==> src/rtl/macro_share_ctrl.sv <==
`default_nettype none
// ============================================================================
// Module   : macro_share_ctrl
// Purpose  : Wishbone front-end shared by up to N_MACRO user macros: address
//            decode, per-access timeout, enable/IO-ownership registers.
// Revision : 1.0 - initial release
// ============================================================================
module macro_share_ctrl #(
  parameter int N_MACRO = 8,
  parameter int TIMEOUT = 255
) (
  input  logic                    wb_clk_i,
  input  logic                    wb_rstn_i,
  input  logic                    wbs_stb_i,
  input  logic                    wbs_cyc_i,
  input  logic                    wbs_we_i,
  input  logic [3:0]              wbs_sel_i,
  input  logic [31:0]             wbs_adr_i,
  input  logic [31:0]             wbs_dat_i,
  output logic                    wbs_ack_o,
  output logic [31:0]             wbs_dat_o,
  output logic [N_MACRO-1:0]      m_stb_o,
  output logic [N_MACRO-1:0]      m_cyc_o,
  output logic                    m_we_o,
  output logic [3:0]              m_sel_o,
  output logic [31:0]             m_adr_o,
  output logic [31:0]             m_dat_o,
  input  logic [N_MACRO-1:0]      m_ack_i,
  input  logic [32*N_MACRO-1:0]   m_dat_i,
  input  logic [38*N_MACRO-1:0]   m_io_out_i,
  input  logic [38*N_MACRO-1:0]   m_io_oeb_i,
  input  logic [3*N_MACRO-1:0]    m_irq_i,
  output logic [N_MACRO-1:0]      active_o,
  output logic [37:0]             io_out,
  output logic [37:0]             io_oeb,
  output logic [2:0]              user_irq
);

  localparam logic [1:0] c_idle    = 2'd0;
  localparam logic [1:0] c_fwd     = 2'd1;
  localparam logic [1:0] c_done    = 2'd2;
  localparam logic [7:0] c_timeout = 8'(TIMEOUT);

  logic [1:0]         r_state;
  logic [N_MACRO-1:0] r_en;
  logic [3:0]         r_owner;
  logic [3:0]         r_win;
  logic [3:0]         r_last_win;
  logic               r_to;
  logic               r_err;
  logic [7:0]         r_cnt;
  logic [31:0]        r_dat;

  logic        w_req;
  logic [3:0]  w_win;
  logic        w_hit;
  logic        w_sel_ack;
  logic [31:0] w_sel_dat;
  logic [31:0] w_reg_rdata;

  assign w_req = wbs_cyc_i & wbs_stb_i;
  assign w_win = wbs_adr_i[23:20];

  // Address, data and byte selects go to every macro; only the strobe is decoded.
  assign m_we_o  = wbs_we_i;
  assign m_sel_o = wbs_sel_i;
  assign m_adr_o = wbs_adr_i;
  assign m_dat_o = wbs_dat_i;
  assign m_cyc_o = m_stb_o;

  assign wbs_ack_o = (r_state == c_done);
  assign wbs_dat_o = r_dat;
  assign active_o  = r_en;

  always_comb begin
    w_hit     = 1'b0;
    w_sel_ack = 1'b0;
    w_sel_dat = '0;
    m_stb_o   = '0;
    for (int k = 0; k < N_MACRO; k++) begin
      if (w_win == 4'(k + 1) && r_en[k])
        w_hit = 1'b1;
      if (r_win == 4'(k + 1)) begin
        w_sel_ack  = m_ack_i[k];
        w_sel_dat  = m_dat_i[32*k +: 32];
        m_stb_o[k] = (r_state == c_fwd) && w_req;
      end
    end
  end

  always_comb begin
    case (wbs_adr_i[3:2])
      2'd0:    w_reg_rdata = 32'(r_en);
      2'd1:    w_reg_rdata = {28'd0, r_owner};
      2'd2:    w_reg_rdata = {24'd0, r_last_win, 2'b00, r_err, r_to};
      default: w_reg_rdata = '0;
    endcase
  end

  always_ff @(posedge wb_clk_i or negedge wb_rstn_i) begin
    if (!wb_rstn_i) begin
      r_state    <= c_idle;
      r_en       <= '0;
      r_owner    <= '0;
      r_win      <= '0;
      r_last_win <= '0;
      r_to       <= 1'b0;
      r_err      <= 1'b0;
      r_cnt      <= '0;
      r_dat      <= '0;
    end else begin
      case (r_state)
        c_idle: begin
          if (w_req) begin
            if (w_win == 4'd0) begin
              r_state    <= c_done;
              r_last_win <= 4'd0;
              if (wbs_we_i) begin
                r_dat <= '0;
                case (wbs_adr_i[3:2])
                  2'd0: r_en    <= wbs_dat_i[N_MACRO-1:0];
                  2'd1: r_owner <= wbs_dat_i[3:0];
                  2'd3: begin
                    if (wbs_dat_i[0]) r_to  <= 1'b0;
                    if (wbs_dat_i[1]) r_err <= 1'b0;
                  end
                  default: ;
                endcase
              end else begin
                r_dat <= w_reg_rdata;
              end
            end else if (w_hit) begin
              r_state <= c_fwd;
              r_win   <= w_win;
              r_cnt   <= c_timeout;
            end else begin
              r_state    <= c_done;
              r_err      <= 1'b1;
              r_dat      <= '0;
              r_last_win <= w_win;
            end
          end
        end
        c_fwd: begin
          // Ack is checked before the expiry so a last-cycle ack still succeeds.
          if (!wbs_cyc_i) begin
            r_state <= c_idle;
          end else if (w_sel_ack) begin
            r_state    <= c_done;
            r_dat      <= w_sel_dat;
            r_last_win <= r_win;
          end else if (r_cnt == 8'd0) begin
            r_state    <= c_done;
            r_to       <= 1'b1;
            r_dat      <= 32'hFFFF_FFFF;
            r_last_win <= r_win;
          end else begin
            r_cnt <= r_cnt - 8'd1;
          end
        end
        default: r_state <= c_idle;
      endcase
    end
  end

  // Pads are released unless the owner index names an enabled macro.
  always_comb begin
    io_out = '0;
    io_oeb = '1;
    for (int k = 0; k < N_MACRO; k++) begin
      if (r_owner == 4'(k) && r_en[k]) begin
        io_out = m_io_out_i[38*k +: 38];
        io_oeb = m_io_oeb_i[38*k +: 38];
      end
    end
  end

  always_comb begin
    user_irq = '0;
    for (int k = 0; k < N_MACRO; k++)
      user_irq = user_irq | (m_irq_i[3*k +: 3] & {3{r_en[k]}});
  end

endmodule
`default_nettype wire

==> config.mk <==
export PLATFORM = sky130hd
export DESIGN_NAME = macro_share_ctrl
export DESIGN_NICKNAME = d
export VERILOG_FILES = /design/src/rtl/macro_share_ctrl.sv
export SDC_FILE = /design/constraint.sdc
export NUM_CORES = 1
export LEC_CHECK = 0
export ABC_AREA = 1
export CAP_MARGIN = 5
export CORE_AREA = 4 4 455 457
export CTS_CLUSTER_DIAMETER = 100
export CTS_CLUSTER_SIZE = 14
export DETAILED_ROUTE_END_ITERATION = 8
export DIE_AREA = 0 0 459 461
export PLACE_DENSITY_LB_ADDON = 0.08
export REMOVE_ABC_BUFFERS = 1
export SYNTH_ARGS = -nofsm -noshare
export SYNTH_HDL_FRONTEND = slang
export SYNTH_SLANG_ARGS = --single-unit
==> constraint.sdc <==
create_clock -name wb_clk_i -period 3.9 [get_ports wb_clk_i]
set_input_delay 0.39 -clock wb_clk_i [delete_from_list [all_inputs] [get_ports wb_clk_i]]
set_output_delay 0.39 -clock wb_clk_i [all_outputs]
set_load 0.005 [all_outputs]
==> results of run 1 <==
## cell type report
| cell class | count | area, µm² |
|---|---|---|
| diodes | 28 | 70.1 |
| clock buffers | 9 | 225 |
| fillers | 23900 | 179000 |
| inverters | 170 | 641 |
| multi-input cells | 1516 | 7340 |
| well taps | 2688 | 3360 |
| flip-flops and latches | 64 | 1600 |
| clock inverters | 7 | 125 |
| repair buffers | 1129 | 11300 |
## flip-flops by register name, indices dropped and copies added (netlist names)
register / flops
r_err: 1
r_last_win: 4
active_o: 8
wbs_dat_o: 32
r_cnt: 8
r_win: 4
r_state: 2
r_owner: 4
r_to: 1
## critical path: stages (launching register included)
cell and delay, ns:
sky130_fd_sc_hd__dfrtp_1 0.43, sky130_fd_sc_hd__inv_1 0.12, sky130_fd_sc_hd__nand2_1 0.15, sky130_fd_sc_hd__inv_1 0.17, sky130_fd_sc_hd__nand3_4 0.33, sky130_fd_sc_hd__inv_2 0.23, sky130_fd_sc_hd__buf_12 0.21, sky130_fd_sc_hd__nor2_1 0.09
sky130_fd_sc_hd__o2111ai_1 0.24, sky130_fd_sc_hd__clkdlybuf4s50_1 0.78
## cell usage in the layout, fill, tap and decap left out, drive strengths merged
cell type and n:
o2111ai 67, inv 172, o211a 7, nor2 286
o221ai 2, dlygate4sd3 1, dfrtp 64, nor3 46
clkinv 2, buf 64, a32oi 1, nand2 575
a221oi 4, clkdlybuf4s50 1064, o211ai 3, nand3 144
clkbuf 9, bufinv 3, o21ai 76, nand4 139
o22ai 44, ha 2, or2 43, nand3b 5
a22o 2, nor4 7, mux2 4, a21oi 59
diode 28
## power by group through the flow
| stage | Sequential (W) | Clock, W | Combinational (W) |
|---|---|---|---|
| after floorplan | 0.000808 | 0 | 0.000463 |
| after global placement | 0.000822 | 0 | 0.00197 |
| after detailed placement | 0.000820 | 0 | 0.00196 |
| after CTS | 0.000808 | 0.00111 | 0.00197 |
| after global routing | 0.000821 | 0.00113 | 0.00209 |
| final | 0.000807 | 0.00104 | 0.00192 |
## kinds of logic (layout without fill, tap and decap cells)
family / after synthesis / after routing / synth area share
flops: 64 / 64 / 0.151
mux: 4 / 4 / 0.00424
buf+inv: 379 / 1315 / 0.168
compound gates: 265 / 265 / 0.161
other cells: 0 / 28 / 0
simple gates: 1245 / 1245 / 0.514
fa+ha+maj: 2 / 2 / 0.00236
## per-stage QoR
stage | utilization | TNS (ns) | std cells | area, µm²
final | 0.121 | 0 | 5611 | 24700
after global routing | 0.121 | 0 | 5602 | 24700
after detailed placement | 0.119 | 0 | 5566 | 24300
after global placement | 0.119 | 0 | 5566 | 24300
after CTS | 0.121 | 0 | 5583 | 24600
after floorplan | - | -266.19 | 1750 | 9470
## per-layer routing
metal / track usage / vias up
met4: 0.0339 / 84
met3: 0.0486 / 232
met1: 0.149 / 8293
met2: 0.253 / 791
met5: 0.00597 / -
li1: - / 8388
## path summary, 6_finish.rpt
path                       slack [ns]  cells after the start            end          from
max in group asynchronous        2.62                      3    active_o[2]     wb_rstn_i
setup reg to reg                 1.22                     10       r_cnt[5]      r_win[0]
hold reg to reg                  0.48                      2   wbs_dat_o[0]  wbs_dat_o[0]
hold / removal                   0.48                      2   wbs_dat_o[0]  wbs_dat_o[0]
setup / recovery                 0.28                      9     io_out[10]    r_owner[3]
min in group asynchronous        0.49                      2  wbs_dat_o[16]     wb_rstn_i
## what timing repair did
item,CTS,global route
hold endpoints to repair,21,0
gates resized for setup,0,2
setup endpoints to repair,0,9
buffers inserted,0,0
hold buffers,1,0
==> summary.log, run 1 <==
INFO  place          buffer_ports.inserted=1,065
INFO  yosys          postSynthRegisterBits=64
INFO  power          clockPowerShare=0.276
INFO  timing         report.final.hold_viol_count=0
INFO  yosys          postSynth.asyncResetShare=1.00
INFO  routing        routed_vias_inst=3.17
INFO  floorplanning  io_pins=1,174
INFO  timing         timing.fmax=0.276GHz
INFO  setup_path     start_kind=register
INFO  timing         final.min_clock_period=3.62ns
INFO  yosys          netlist_area=10,600µm²
INFO  clock_network  clock_tree.htree_level_count=3
INFO  place          post-place-ws=0.520ns
INFO  run            max-cap-violations=0
INFO  yosys          post-synth-top-count-cell=sky130_fd_sc_hd__nand2_1
INFO  floorplanning  placement_rows=166
INFO  routing        met2RoutedLength=79,900µm
INFO  global_route   grt_use_total=0.137
INFO  timing         postLayoutSetupSlackWorst=0.276ns
INFO  power          power.switching=0.00129W
INFO  yosys          synth_seq_area_share=0.151
INFO  routing        dr.pass1.iters=7
INFO  routing        drc_errors=0
INFO  routing        detailroute.wirelength.met3=12,200µm
INFO  global_route   antenna_found_initial=120
INFO  yosys          synth.yosys.warnings=0
INFO  yosys          post_synth_num_cell_types=36
INFO  floorplanning  floorplan.core_area=204,000µm²
INFO  place          gp_routability_congestion=0.820
INFO  clock_network  cts_buffers=9
INFO  yosys          synth_area_per_cell=5.42µm²
INFO  yosys          synth_edf_count=0
INFO  yosys          synth_commonest_cells=571 x sky130_fd_sc_hd__nand2_1, 280 x sky130_fd_sc_hd__nor2_1, 161 x sky130_fd_sc_hd__inv_1, 143 x sky130_fd_sc_hd__nand3_1, 139 x sky130_fd_sc_hd__nand4_1
INFO  final_layout   fin_nets=3,861
INFO  clock_network  cts.sink_count=64
INFO  yosys          dominantRegCellSynth=sky130_fd_sc_hd__dfrtp_1
INFO  floorplanning  die_width=459µm
INFO  setup_path     crit_path_max_fanout=35
INFO  timing         timing.slew.headroom=0.481
INFO  yosys          synth_top_cells_by_area=sky130_fd_sc_hd__nand2_1 20%, sky130_fd_sc_hd__dfrtp_1 15%, sky130_fd_sc_hd__nor2_1 9.9%
INFO  yosys          synth_cells=1,959
INFO  final_layout   drive_gt1_frac=0.0560
INFO  timing         fin_worst_skew=0.0152ns
INFO  clock_network  ctsLongestPathBuffers=2
INFO  power          internal_power_summed_over_all_cells=0.00248W
INFO  power          comb_power_share=0.510
INFO  global_route   vias_in_the_first_global_route=18,800
INFO  final_layout   area_growth_syn_to_layout=133%
INFO  routing        wl_met1=57,500µm
INFO  power          peakVddDrop=0.212mV
INFO  setup_path     critPathArrivalTime=3.23ns
INFO  routing        initialDrtViolationCount=917
INFO  place          place.detailed.hpwl=133,000µm
INFO  global_route   grt_max_degree=53
INFO  timing         final.period_utilization=0.929
INFO  routing        maxUsedRoutingLayer=met5
INFO  power          static-leakage-power=8.84nW
INFO  setup_path     crit_path_required_time=3.51ns
INFO  timing         timing.hold.ws=0.484ns
INFO  clock_network  clk_pin_slew_worst_paths=0.07ns
INFO  min_path       hold_class=register to register
INFO  clock_network  cts_tree=done
INFO  power          sw_frac_of_total=0.342
INFO  yosys          post-synth-top-area-cell=sky130_fd_sc_hd__nand2_1
INFO  timing         setup_repair_after_global_routing_missed_its_margin=false
INFO  routing        routed_wire_length_per_instance=27.4µm
INFO  status         status=complete, no violations
INFO  power          power_frac_seq=0.214
INFO  yosys          synth.top_cell.area_share=0.202
INFO  setup_path     critPathKind=register to output pin
INFO  timing         final-max-slew-violation-count=0
INFO  setup_path     kind_of_end_point_of_the_critical_path=output pin
INFO  power          totalPowerFinal=0.00377W
INFO  floorplanning  initial_utilization=0.0521
INFO  power          p_per_area=153nW/µm²
INFO  routing        via_count=17,800
INFO  floorplanning  full_die_area=212,000µm²
INFO  routing        drt.antenna.violating_nets=0
INFO  global_route   globalRoute.totalOverflow=0
INFO  clock_network  cts.root.buffer_cell=sky130_fd_sc_hd__clkbuf_16
INFO  floorplanning  die_height=461µm
INFO  timing         max_slew.worst_pin.slew=0.779ns
INFO  timing         setup-violations-final=0
INFO  global_route   grt_pass1_wl=194,000µm
INFO  clock_network  clock_latency=0.39ns
INFO  routing        totalWireLength=154,000µm
Note: power is estimated with default switching activity, not from simulation.
==> run 2: changes to the inputs <==
--- a/config.mk
+++ b/config.mk
@@ -13,6 +13,7 @@
 export DETAILED_ROUTE_END_ITERATION = 8
 export DIE_AREA = 0 0 459 461
 export PLACE_DENSITY_LB_ADDON = 0.08
+export RECOVER_POWER = 25
 export REMOVE_ABC_BUFFERS = 1
 export SYNTH_ARGS = -nofsm -noshare
 export SYNTH_HDL_FRONTEND = slang
==> summary.log, run 2 (synthesized netlist as in run 1, its figures left out) <==
INFO  status         status=finished, violations left [was complete, no violations]
INFO  status         violated_checks=capacitance limit, slew limit
INFO  global_route   vias_in_the_first_global_route=18,800 [unchanged]
INFO  run            max-cap-violations=1 [was 0]
INFO  floorplanning  die_height=461µm [unchanged]
INFO  final_layout   final_instance_count_excl_fillers=5,611 [unchanged]
INFO  global_route   antenna_found_initial=120 [unchanged]
INFO  clock_network  cts_buffers=9 [unchanged]
INFO  routing        totalWireLength=154,000µm [about the same]
INFO  final_layout   area_growth_syn_to_layout=133% [about the same]
INFO  setup_path     critPathSlowestCell=sky130_fd_sc_hd__clkdlybuf4s50_1 [unchanged]
INFO  final_layout   most_frequent_standard_cell_in_the_layout_excluding_fill_and_tap_cells=sky130_fd_sc_hd__clkdlybuf4s50_1 [unchanged]
INFO  setup_path     crit_path_max_fanout=35 [unchanged]
INFO  setup_path     kind_of_end_point_of_the_critical_path=output pin [unchanged]
INFO  timing         final-max-slew-violation-count=24 [was 0]
INFO  place          gp_routability_congestion=0.820 [unchanged]
INFO  clock_network  clock_latency=0.39ns [about the same]
INFO  clock_network  cts.root.buffer_cell=sky130_fd_sc_hd__clkbuf_16 [unchanged]
INFO  routing        initialDrtViolationCount=917 [unchanged]
INFO  place          placedCellCount=5,566 [unchanged]
INFO  clock_network  cts_tree=done [unchanged]
INFO  final_layout   fin_util=0.121 [about the same]
INFO  floorplanning  placement_rows=166 [unchanged]
INFO  floorplanning  floorplan.core_area=204,000µm² [unchanged]
INFO  global_route   grt_use_total=0.137 [unchanged]
INFO  final_layout   fin_nets=3,861 [unchanged]
INFO  setup_path     critPathKind=register to output pin [unchanged]
INFO  power          p_per_area=153nW/µm² [about the same]
INFO  min_path       hold_class=register to register [unchanged]
INFO  clock_network  clock_tree.htree_level_count=3 [unchanged]
INFO  timing         timing.slew.headroom=-0.179 [was 0.481]
INFO  floorplanning  initial_utilization=0.0521 [unchanged]
INFO  power          peakVddDrop=0.212mV [unchanged]
INFO  timing         final.min_clock_period=3.62ns [about the same]
INFO  floorplanning  io_pins=1,174 [unchanged]
INFO  place          post-place-ws=0.520ns [unchanged]
INFO  timing         max_slew.worst_pin.slew=1.77ns [was 0.779 ns]
INFO  final_layout   drive_gt1_frac=0.0556 [was 0.0560]
INFO  clock_network  ctsLongestPathBuffers=2 [unchanged]
INFO  clock_network  clk_pin_slew_worst_paths=0.07ns [about the same]
INFO  routing        drt.antenna.violating_nets=0 [unchanged]
INFO  place          buffer_ports.inserted=1,065 [unchanged]
INFO  routing        drc_errors=0 [unchanged]
INFO  clock_network  cts.sink_count=64 [unchanged]
INFO  timing         timing.hold.ws=0.484ns [unchanged]
INFO  timing         setup-violations-final=0 [unchanged]
INFO  timing         fin_worst_skew=0.0152ns [unchanged]
INFO  global_route   grt_max_degree=53 [unchanged]
INFO  global_route   globalRoute.totalOverflow=0 [unchanged]
INFO  routing        dr.pass1.iters=7 [unchanged]
INFO  setup_path     critPathArrivalTime=3.23ns [about the same]
INFO  timing         final.period_utilization=0.929 [about the same]
INFO  power          static-leakage-power=8.84nW [about the same]
INFO  final_layout   largest_register_ff_count=32 [unchanged]
INFO  final_layout   layout_common_cells=1,064 x sky130_fd_sc_hd__clkdlybuf4s50_1, 571 x sky130_fd_sc_hd__nand2_1, 277 x sky130_fd_sc_hd__nor2_1, 159 x sky130_fd_sc_hd__inv_1, 139 x sky130_fd_sc_hd__nand4_1 [unchanged]
INFO  place          place.detailed.hpwl=133,000µm [unchanged]
INFO  routing        via_count=17,800 [about the same]
INFO  setup_path     max_stage_delay_on_crit_path=0.78ns [about the same]
INFO  setup_path     crit_path_required_time=3.51ns [about the same]
INFO  final_layout   filler_cell_count=23,900 [about the same]
INFO  timing         postLayoutSetupSlackWorst=0.276ns [about the same]
INFO  setup_path     cpMostUsedCell=sky130_fd_sc_hd__inv_1 [unchanged]
INFO  setup_path     start_kind=register [unchanged]
INFO  floorplanning  full_die_area=212,000µm² [unchanged]
INFO  routing        routed_vias_inst=3.17 [about the same]
INFO  floorplanning  die_width=459µm [unchanged]
INFO  global_route   grt_pass1_wl=194,000µm [unchanged]
INFO  routing        routed_wire_length_per_instance=27.4µm [about the same]
INFO  timing         setup_repair_after_global_routing_missed_its_margin=false [unchanged]
INFO  timing         timing.fmax=0.276GHz [about the same]
INFO  setup_path     cp_cell_sequence=inv_1 -> nand2_1 -> inv_1 -> nand3_4 -> inv_2 -> buf_12 -> nor2_1 -> o2111ai_1 -> clkdlybuf4s50_1 [unchanged]
INFO  timing         report.final.hold_viol_count=0 [unchanged]
## run 2: cell count changes in the layout (fill, tap and decap cells not counted)
cell,change
sky130_fd_sc_hd__clkbuf_1,+1
sky130_fd_sc_hd__buf_4,-2
sky130_fd_sc_hd__clkbuf_2,+1
## run 2: metrics by stage
| step | power (W) | setup TNS, ns | instance area (µm²) |
|---|---|---|---|
| floorplan | 0.00127 | -266.19 | 9470 |
| global placement | 0.00279 | 0 | 24300 |
| detailed placement | 0.00278 | 0 | 24300 |
| CTS | 0.00389 | 0 | 24600 |
| global route | 0.00404 | 0 | 24700 |
| finish | 0.00377 | 0 | 24700 |
## run 2: layout make-up
type	instances	area, µm²	share of cell area
tap	2688	3360	0.136
multi-input combinational	1516	7340	0.297
clock inverter	7	125	0.00507
antenna	28	70.1	0.00284
sequential	64	1600	0.0649
clock buffer	9	225	0.00912
timing repair buffer	1129	11300	0.459
inverter	170	641	0.0259
## run 2: worst paths after layout
| check | from | to | slack, ns | depth (start not counted) |
|---|---|---|---|---|
| max in group asynchronous | wb_rstn_i | active_o[0] | 1.32 | 3 |
| max | r_owner[3] | io_out[10] | 0.28 | 9 |
| min | wbs_dat_o[0] | wbs_dat_o[0] | 0.48 | 2 |
| min in group asynchronous | wb_rstn_i | wbs_dat_o[16] | 1.03 | 2 |
| min reg2reg | wbs_dat_o[0] | wbs_dat_o[0] | 0.48 | 2 |
| max reg2reg | r_win[0] | r_cnt[5] | 1.22 | 10 |
## run 2: critical path: cells and delay by family (launching register included)
family	cells	cell delay, ns
and+or+nand+nor	3	0.57
buffers and inverters	5	1.51
AOI/OAI and AO/OA	1	0.24
DFF	1	0.43
## run 2: routing by layer
metal  vias up  part of all wire  global-route usage
met1      8289              0.37               0.149
met5         -            0.0045             0.00597
met3       232             0.079              0.0486
met2       794              0.52               0.253
li1       8388                 -                   -
met4        84             0.022              0.0339
## run 2: what timing repair did
action / in CTS / in global routing
hold buffers: 1 / 0
setup endpoints to repair: 0 / 9
endpoints found under the hold margin: 21 / 0
buffers inserted: 0 / 0
gates resized for setup: 0 / 2
## run 2: power breakdown
group,internal [W],switching [W]
Combinational,0.00111,0.000816
Sequential,0.000741,0.0000661
Clock,0.000633,0.000410
Total,0.00248,0.00129
==> run 3: changes to the inputs <==
--- a/config.mk
+++ b/config.mk
@@ -8,13 +8,14 @@
 export ABC_AREA = 1
 export CAP_MARGIN = 5
 export CORE_AREA = 4 4 455 457
-export CTS_CLUSTER_DIAMETER = 100
+export CTS_CLUSTER_DIAMETER = 150
 export CTS_CLUSTER_SIZE = 14
 export DETAILED_ROUTE_END_ITERATION = 8
 export DIE_AREA = 0 0 459 461
 export PLACE_DENSITY_LB_ADDON = 0.08
 export RECOVER_POWER = 25
 export REMOVE_ABC_BUFFERS = 1
+export SKIP_CTS_REPAIR_TIMING = 1
 export SYNTH_ARGS = -nofsm -noshare
 export SYNTH_HDL_FRONTEND = slang
 export SYNTH_SLANG_ARGS = --single-unit
==> results of run 3 <==
Final layout, timing and power as in run 2 (identical DEF).
